## config.mk

```make
export PLATFORM = sky130hd
export DESIGN_NAME = regfile_scoreboard
export DESIGN_NICKNAME = d
export VERILOG_FILES = /design/src/rtl/regfile_scoreboard.sv
export SDC_FILE = /design/constraint.sdc
export NUM_CORES = 2
export LEC_CHECK = 0
export CORE_UTILIZATION = 60
export CTS_CLUSTER_SIZE = 8
export DETAILED_ROUTE_END_ITERATION = 10
export DONT_BUFFER_PORTS = 1
export GPL_ROUTABILITY_DRIVEN = 0
export PLACE_DENSITY = 0.76
export SKIP_LAST_GASP = 1
export SYNTH_ARGS = -nofsm -noshare
export SYNTH_HDL_FRONTEND = slang
export SYNTH_SLANG_ARGS = --single-unit
```

## constraint.sdc

```tcl
create_clock -name clk -period 5.4 [get_ports clk]
set_input_delay 0.54 -clock clk [delete_from_list [all_inputs] [get_ports clk]]
set_output_delay 0.54 -clock clk [all_outputs]
set_load 0.005 [all_outputs]
```

## src/rtl/regfile_scoreboard.sv

```systemverilog
// regfile_scoreboard: XLEN x NREGS register file with two combinational read
// ports, one write-back port and a per-register busy scoreboard that gives the
// decode stage its RAW/WAW stall directly.
// Optional feature macro: REGFILE_BYPASS_EN (write-through forwarding; a
// write-back to a source register clears its hazard in the same cycle).
module regfile_scoreboard #(
    parameter int XLEN     = 32,
    parameter int NREGS    = 32,
    parameter int AW       = 5,
    parameter int ZERO_REG = 1
) (
    input  logic            clk,
    input  logic            rst,
    input  logic            wb_en,
    input  logic [AW-1:0]   wb_addr,
    input  logic [XLEN-1:0] wb_data,
    input  logic            iss_valid,
    input  logic            iss_rd_en,
    input  logic [AW-1:0]   iss_rd,
    input  logic [AW-1:0]   rs1_addr,
    input  logic [AW-1:0]   rs2_addr,
    input  logic            flush,
    output logic [XLEN-1:0] rs1_data,
    output logic [XLEN-1:0] rs2_data,
    output logic            rs1_busy,
    output logic            rs2_busy,
    output logic            stall,
    output logic [AW:0]     pending_cnt
);

    // Storage spans the full address space so every AW-bit index is in range;
    // entries at or above NREGS are never written and never read.
    localparam int          DEPTH   = 1 << AW;
    localparam logic [AW:0] NREGS_W = (AW+1)'(NREGS);

    logic [XLEN-1:0] regs_q [DEPTH];
    logic [DEPTH-1:0] busy_q, busy_d;
    logic [AW:0]      cnt_q, cnt_d;

    logic wb_ok;
    logic hit1, hit2, hit_rd;
    logic waw;
    logic fire;
    logic set_en, set_new, clr_real;

    // Address is backed by a real, writable register (x0 excluded when hardwired).
    function automatic logic addr_ok(input logic [AW-1:0] a);
        return ({1'b0, a} < NREGS_W) && !((ZERO_REG != 0) && (a == '0));
    endfunction

    assign wb_ok = wb_en & addr_ok(wb_addr);

`ifdef REGFILE_BYPASS_EN
    assign hit1   = wb_ok & (wb_addr == rs1_addr);
    assign hit2   = wb_ok & (wb_addr == rs2_addr);
    assign hit_rd = wb_ok & (wb_addr == iss_rd);
`else
    assign hit1   = 1'b0;
    assign hit2   = 1'b0;
    assign hit_rd = 1'b0;
`endif

    // Read ports, hazard flags and the issue stall.
    always_comb begin
        rs1_data = '0;
        rs2_data = '0;
        rs1_busy = 1'b0;
        rs2_busy = 1'b0;
        waw      = 1'b0;
        if (hit1) begin
            rs1_data = wb_data;
        end else if (addr_ok(rs1_addr)) begin
            rs1_data = regs_q[rs1_addr];
            rs1_busy = busy_q[rs1_addr];
        end
        if (hit2) begin
            rs2_data = wb_data;
        end else if (addr_ok(rs2_addr)) begin
            rs2_data = regs_q[rs2_addr];
            rs2_busy = busy_q[rs2_addr];
        end
        if (iss_rd_en && addr_ok(iss_rd) && !hit_rd) begin
            waw = busy_q[iss_rd];
        end
        stall = iss_valid & (rs1_busy | rs2_busy | waw);
    end

    assign fire   = iss_valid & ~stall & ~flush;
    assign set_en = fire & iss_rd_en & addr_ok(iss_rd);

    // Scoreboard next state: set beats clear on the same register; the counter
    // only moves on real 0->1 / 1->0 transitions so it tracks the popcount.
    always_comb begin
        busy_d   = busy_q;
        set_new  = set_en & ~busy_q[iss_rd];
        clr_real = wb_ok & busy_q[wb_addr] & ~(set_en && (iss_rd == wb_addr));
        cnt_d    = cnt_q + {{AW{1'b0}}, set_new} - {{AW{1'b0}}, clr_real};
        if (wb_ok) begin
            busy_d[wb_addr] = 1'b0;
        end
        if (set_en) begin
            busy_d[iss_rd] = 1'b1;
        end
        if (flush) begin
            busy_d = '0;
            cnt_d  = '0;
        end
    end

    // Scoreboard and pending-count registers.
    always_ff @(posedge clk) begin
        if (!rst) begin
            busy_q <= '0;
            cnt_q  <= '0;
        end else begin
            busy_q <= busy_d;
            cnt_q  <= cnt_d;
        end
    end

    // Register array write-back; flush does not cancel a committing write.
    always_ff @(posedge clk) begin
        if (!rst) begin
            for (int i = 0; i < DEPTH; i++) begin
                regs_q[i] <= '0;
            end
        end else if (wb_ok) begin
            regs_q[wb_addr] <= wb_data;
        end
    end

    assign pending_cnt = cnt_q;

endmodule

```

# [Word level (Yosys, flattened, before mapping)]
# Memories as Yosys holds them, arrays and structs flattened.
# Index checks and enable logic that the tools add are counted.
[op_classes] n_addsub=2 mul=0 div_mod_pow=0 n_lt_le_gt_ge=6 eq_ne=1 shifts=0 n_mux=26 n_bitwise=19 n_reduce_logical=12
[ops] op="32-bit two-way mux" n=5
[ops] op="32-bit AND" n=1
[ops] op="32-bit NOT" n=1
[ops] op="32-bit OR" n=1
[ops] op="32-bit OR reduction" n=1
[ops] op="5-bit by 6-bit less-than comparator with 1-bit output (second input constant)" n=4
[ops] op="1-bit binary-select mux with 5-bit select" n=4
[ops] op="5-bit zero test" n=4
[ops] op="1-bit two-way mux" n=14
[ops] op="1-bit demux with 5-bit select" n=2
[ops] op="5-bit by 1-bit greater-or-equal comparator with 1-bit output (second input constant)" n=2
[ops] op="1-bit AND" n=9
[ops] op="6-bit by 1-bit adder with 6-bit output" n=1
[ops] op="6-bit by 1-bit subtractor with 6-bit output" n=1
[ops] op="5-bit == test" n=1
[ops] op="5-bit two-way mux" n=1
[ops] op="1-bit NOT" n=5
[ops] op="1-bit logical AND" n=4
[ops] op="1-bit zero test" n=2
[ops] op="1-bit OR" n=2
[ops] op="2-bit OR reduction" n=1
[word_totals] regBits=38 latch_bits=0 mem_bits_rw=1024 rom_bits=0 output_inout_bits=73 wordCells=69 mem_count=1
[mem_list] memory="regs_q" depth=32 width=32 read_ports=2 rd_clocked_by_memory_dff=0 write_ports=32 line_no="36" source="logic [XLEN-1:0] regs_q [DEPTH];"

# [Logic depth before layout (Yosys ltp)]
[logic_depth] depth_word=15 depth_mapped=16 depth_no_buf=14

# [Worst setup path after synthesis]
# Ideal clock, no wire load.
[synth_timing] path_type="input port to flip-flop" start="input wb_addr[2]" end="memory regs_q[12][0], enable pin" arrival_time_ps=3743 path_slack_ps=1192 path_stages=6 path_cell_list="clkbuf_1 -> nor3_1 -> nor3_1 -> nand2_1 -> clkbuf_1 -> o21ai_0"
[synth_lines] item="start: declaration" line_no="15" source="input logic [AW-1:0] wb_addr,"
[synth_lines] item="end: declaration" line_no="36"

# [Final worst setup path]
[layout_timing] start="input rs1_addr[0]" end="output stall"
[layout_between] elab_chain_cells=6 word_cells_on_any_way=7 classes_between="mux (3); bitwise (3); reduce/logical (1)"
[layout_rtl] item="start: declaration" line_no="20" source="input logic [AW-1:0] rs1_addr,"
[layout_rtl] item="1-bit binary-select mux with 5-bit select" line_no="74" source="rs1_busy = busy_q[rs1_addr];"
[layout_rtl] item="1-bit two-way mux (implied by the code)" line_no="74"
[layout_rtl] item="1-bit two-way mux *" line_no="72" source="end else if (addr_ok(rs1_addr)) begin"
[layout_rtl] item="1-bit OR * (2 in series)" line_no="85" source="stall = iss_valid & (rs1_busy | rs2_busy | waw);"
[layout_rtl] item="1-bit AND *" line_no="85"
[layout_rtl] item="end: declaration" line_no="27" source="output logic stall,"
# Mark *: on every way between the ends. The rest lies on a longest branch, timed or not. The select of a mux whose other input is x is not followed.

==> summary.txt <==
Critical path
  – Worst EP arrival: 3.60 ns
  – Critical Path Fanout Max: around 260
  – Req. time, crit path: about 4.9 ns
  – Crit start category: input pin
  – Setup crit end kind: output port
  – WS Path Type: in2out

STA
  – Worst hold slack: 0.0207 ns
  – Unrepaired setup endpoints after global routing: false
  – Slew @ Worst Pin: approximately 1.6 ns
  – Fin crit period: 4.14 ns
  – Final setup TNS: 0 ns
  – Final WS setup: 1.26 ns
  – Period utilisation layout: 0.766
  – Final setup fails: 0
  – Slew headroom: -0.0818
  – Fmax: 0.242 GHz
  – Final hold vios: 0
  – Clock skew: 0.0222 ns
  – Max-slew violations: 67

Floorplan
  – Core Area: 93700 um2
  – Die Y: 310 um
  – Die area: 96400 um2
  – Initial Utilization: 0.609
  – I/O Pins: 131
  – Row cnt: 112
  – Die width: 310 um

Final layout
  – Storage cell area: 31500 um2
  – Final #Nets: 3612
  – Syn-to-layout area delta: 10.2%
  – Final instance area: between 60000 and 70000 um2
  – Post-route insts no fill: 4843
  – Layout fillers: 6055
  – Multi-input combinational cell area: 24500 um2
  – Share of layout cells above drive strength 1: 0.279
  – Layout Utilization: 0.671

Power
  – Combinational power share: 0.100
  – Clock Power Share: 0.419
  – P_sw: between 4 and 5 mW
  – Flop pwr share: 0.482
  – Peak supply drop: 0.366 mV
  – PD cells: 321 nW/um2
  – Int Pwr: 15.6 mW
  – Power Total: 20.2 mW
  – Sw Share: 0.231
  – Leakage power: 21.2 nW

Detailed routing
  – Detailed Route Iter0 Violations: between 6000 and 7000
  – Post-route ant nets: 0
  – Via-to-Cell Ratio: 7.52
  – Final WL: 189000 um
  – # DRC: 0
  – Routed via count: 36400
  – WL per Instance: around 40 um
  – DR pass1 iterations: 6

Synthesis
  – Most frequent cell after synthesis: edfxtp_1
  – Synth async-reset ratio: 0
  – Post-synthesis sequential area ratio: 0.552
  – Synthesized area: 57100 um2
  – EDFF count, synth: between 1000 and 1500
  – Top_reg_cell synth: edfxtp_1
  – Synth area leader: edfxtp_1
  – Synth Register Bits: approximately 1100
  – Synth top area share: 0.539
  – Mean Syn Cell Area: 15.8 um2
  – Top cells by area, synth: edfxtp_1, mux4_2, and2_1
  – Synth Instances: 3604
  – Synth Warn #: 0
  – Yosys cell types: 49
  – Commonest cells in the netlist: edfxtp_1, and2_1, mux4_2

Place
  – Dpl cells: 4573
  – PortBufs: 0
  – Pre-CTS setup slack: around 1.5 ns
  – Final HPWL DP: 98000 um
  – DP Area: 58100 um2

Global route
  – Vias in the first global route: 37200
  – GRT overflow: 0
  – Busiest grt layer: met2
  – GRT met3 Usage: 0.142
  – Global-route met2 utilization: 0.619
  – Initial antenna violation count: 24
  – M1 GR Usage: 0.488
  – Total GRT Usage: 0.403
  – Largest net degree at the start of global routing: between 200 and 300
  – First-pass GRT wire length: 266000 um

Worst hold path
  – HP Class: in2reg

Flow run
  – Max Cap Viol: 0

Outcome
  – Failing checks: max-slew violations
  – Status: finished with violations

Clock tree
  – CTS root buffer: clkbuf_16
  – CTS Sinks: 1062
  – H-tree depth: 4
  – Inserted Clock Buffers: 150
  – CTS max path bufs: 3
  – CTS tree: built
  – Clock Latency Late Sink: 0.75 ns
  – CTS clk-pin slew, worst paths: 0.05 ns
  – Post-CTS setup repair buffer count: 0
==> final timing paths <==
path              cells past startpoint                          end  slack, ns                  start
hold / removal                        1  regs_q[19][9]$_SDFFCE_PN0P_       0.02             wb_data[9]
hold reg to reg                       2         busy_q[6]$_SDFF_PP0_       0.51   busy_q[6]$_SDFF_PP0_
setup reg to reg                     15    pending_cnt[4]$_SDFF_PP0_       1.56  busy_q[31]$_SDFF_PP0_
setup / recovery                      6                        stall       1.26            rs1_addr[0]
==> worst max-delay path: stages <==
cell	delay, ns
mux4_2	1.01
mux2i_1	0.18
nand3_1	0.10
nand4_1	0.13
nand2_2	0.51
o21a_1	0.38
==> registers in the layout, indices dropped and copies added (netlist names) <==
register     flops
busy_q          32
pending_cnt      6
regs_q        1024
==> routing by layer <==
metal | share of wire | up-vias | wire [um]
li1 | - | 13700 | -
met1 | 0.31 | 18200 | 58100
met2 | 0.47 | 3541 | 88100
met3 | 0.15 | 921 | 28700
met4 | 0.075 | 10 | 14200
met5 | 0.00035 | - | 67
==> power groups by stage <==
| stage | clock network (mW) | logic [mW] | registers (mW) |
|---|---|---|---|
| after CTS | 8.43 | 1.95 | 9.73 |
| after global routing | 8.74 | 2.03 | 9.77 |
| after detailed placement | 0 | 1.78 | 9.87 |
| after floorplan | 0 | 1.54 | 9.79 |
| after global placement | 0 | 1.76 | 9.81 |
| final | 8.46 | 2.02 | 9.74 |
==> cell families (layout without fill, tap and decap cells) <==
kind of cell,Yosys count,count (layout),synth area share
buffers and inverters,398,335,0.0283
xor gates and xnor gates,5,5,0.000767
muxes,711,711,0.272
and+or+nand+nor,1312,1312,0.133
other,1,49,0.0000657
DFF,1062,1062,0.552
adders and majority gates,7,7,0.00167
AOI/OAI and AO/OA,108,108,0.0122
==> layout make-up <==
type                       count  share of cell area
tap                         1254              0.0249
antenna                       17            0.000676
inverter                      13            0.000775
timing repair buffer         145              0.0205
clock inverter                 8             0.00195
sequential                  1062               0.501
clock buffer                 169              0.0619
multi-input combinational   2175               0.389
==> placed cells by master (no fill, tap or decap), types with 17 or more instances in the layout <==
master            n
diode_2          17
o21ai_2          20
and2_1          997
clkbuf_16       153
mux2i_1          38
dfxtp_1          38
nor2_1           78
edfxtp_1       1024
nand2_1         124
buf_4            68
a21oi_1          37
conb_1           32
nand2_2          17
dlygate4sd3_1    76
nand3_1          25
nor2_4           17
mux4_2          673
==> timing repair <==
item	in CTS	in global routing
resized for setup	0	0
hold buffers	76	0
hold endpoints to repair	756	0
(Power assumes the default switching activity.)
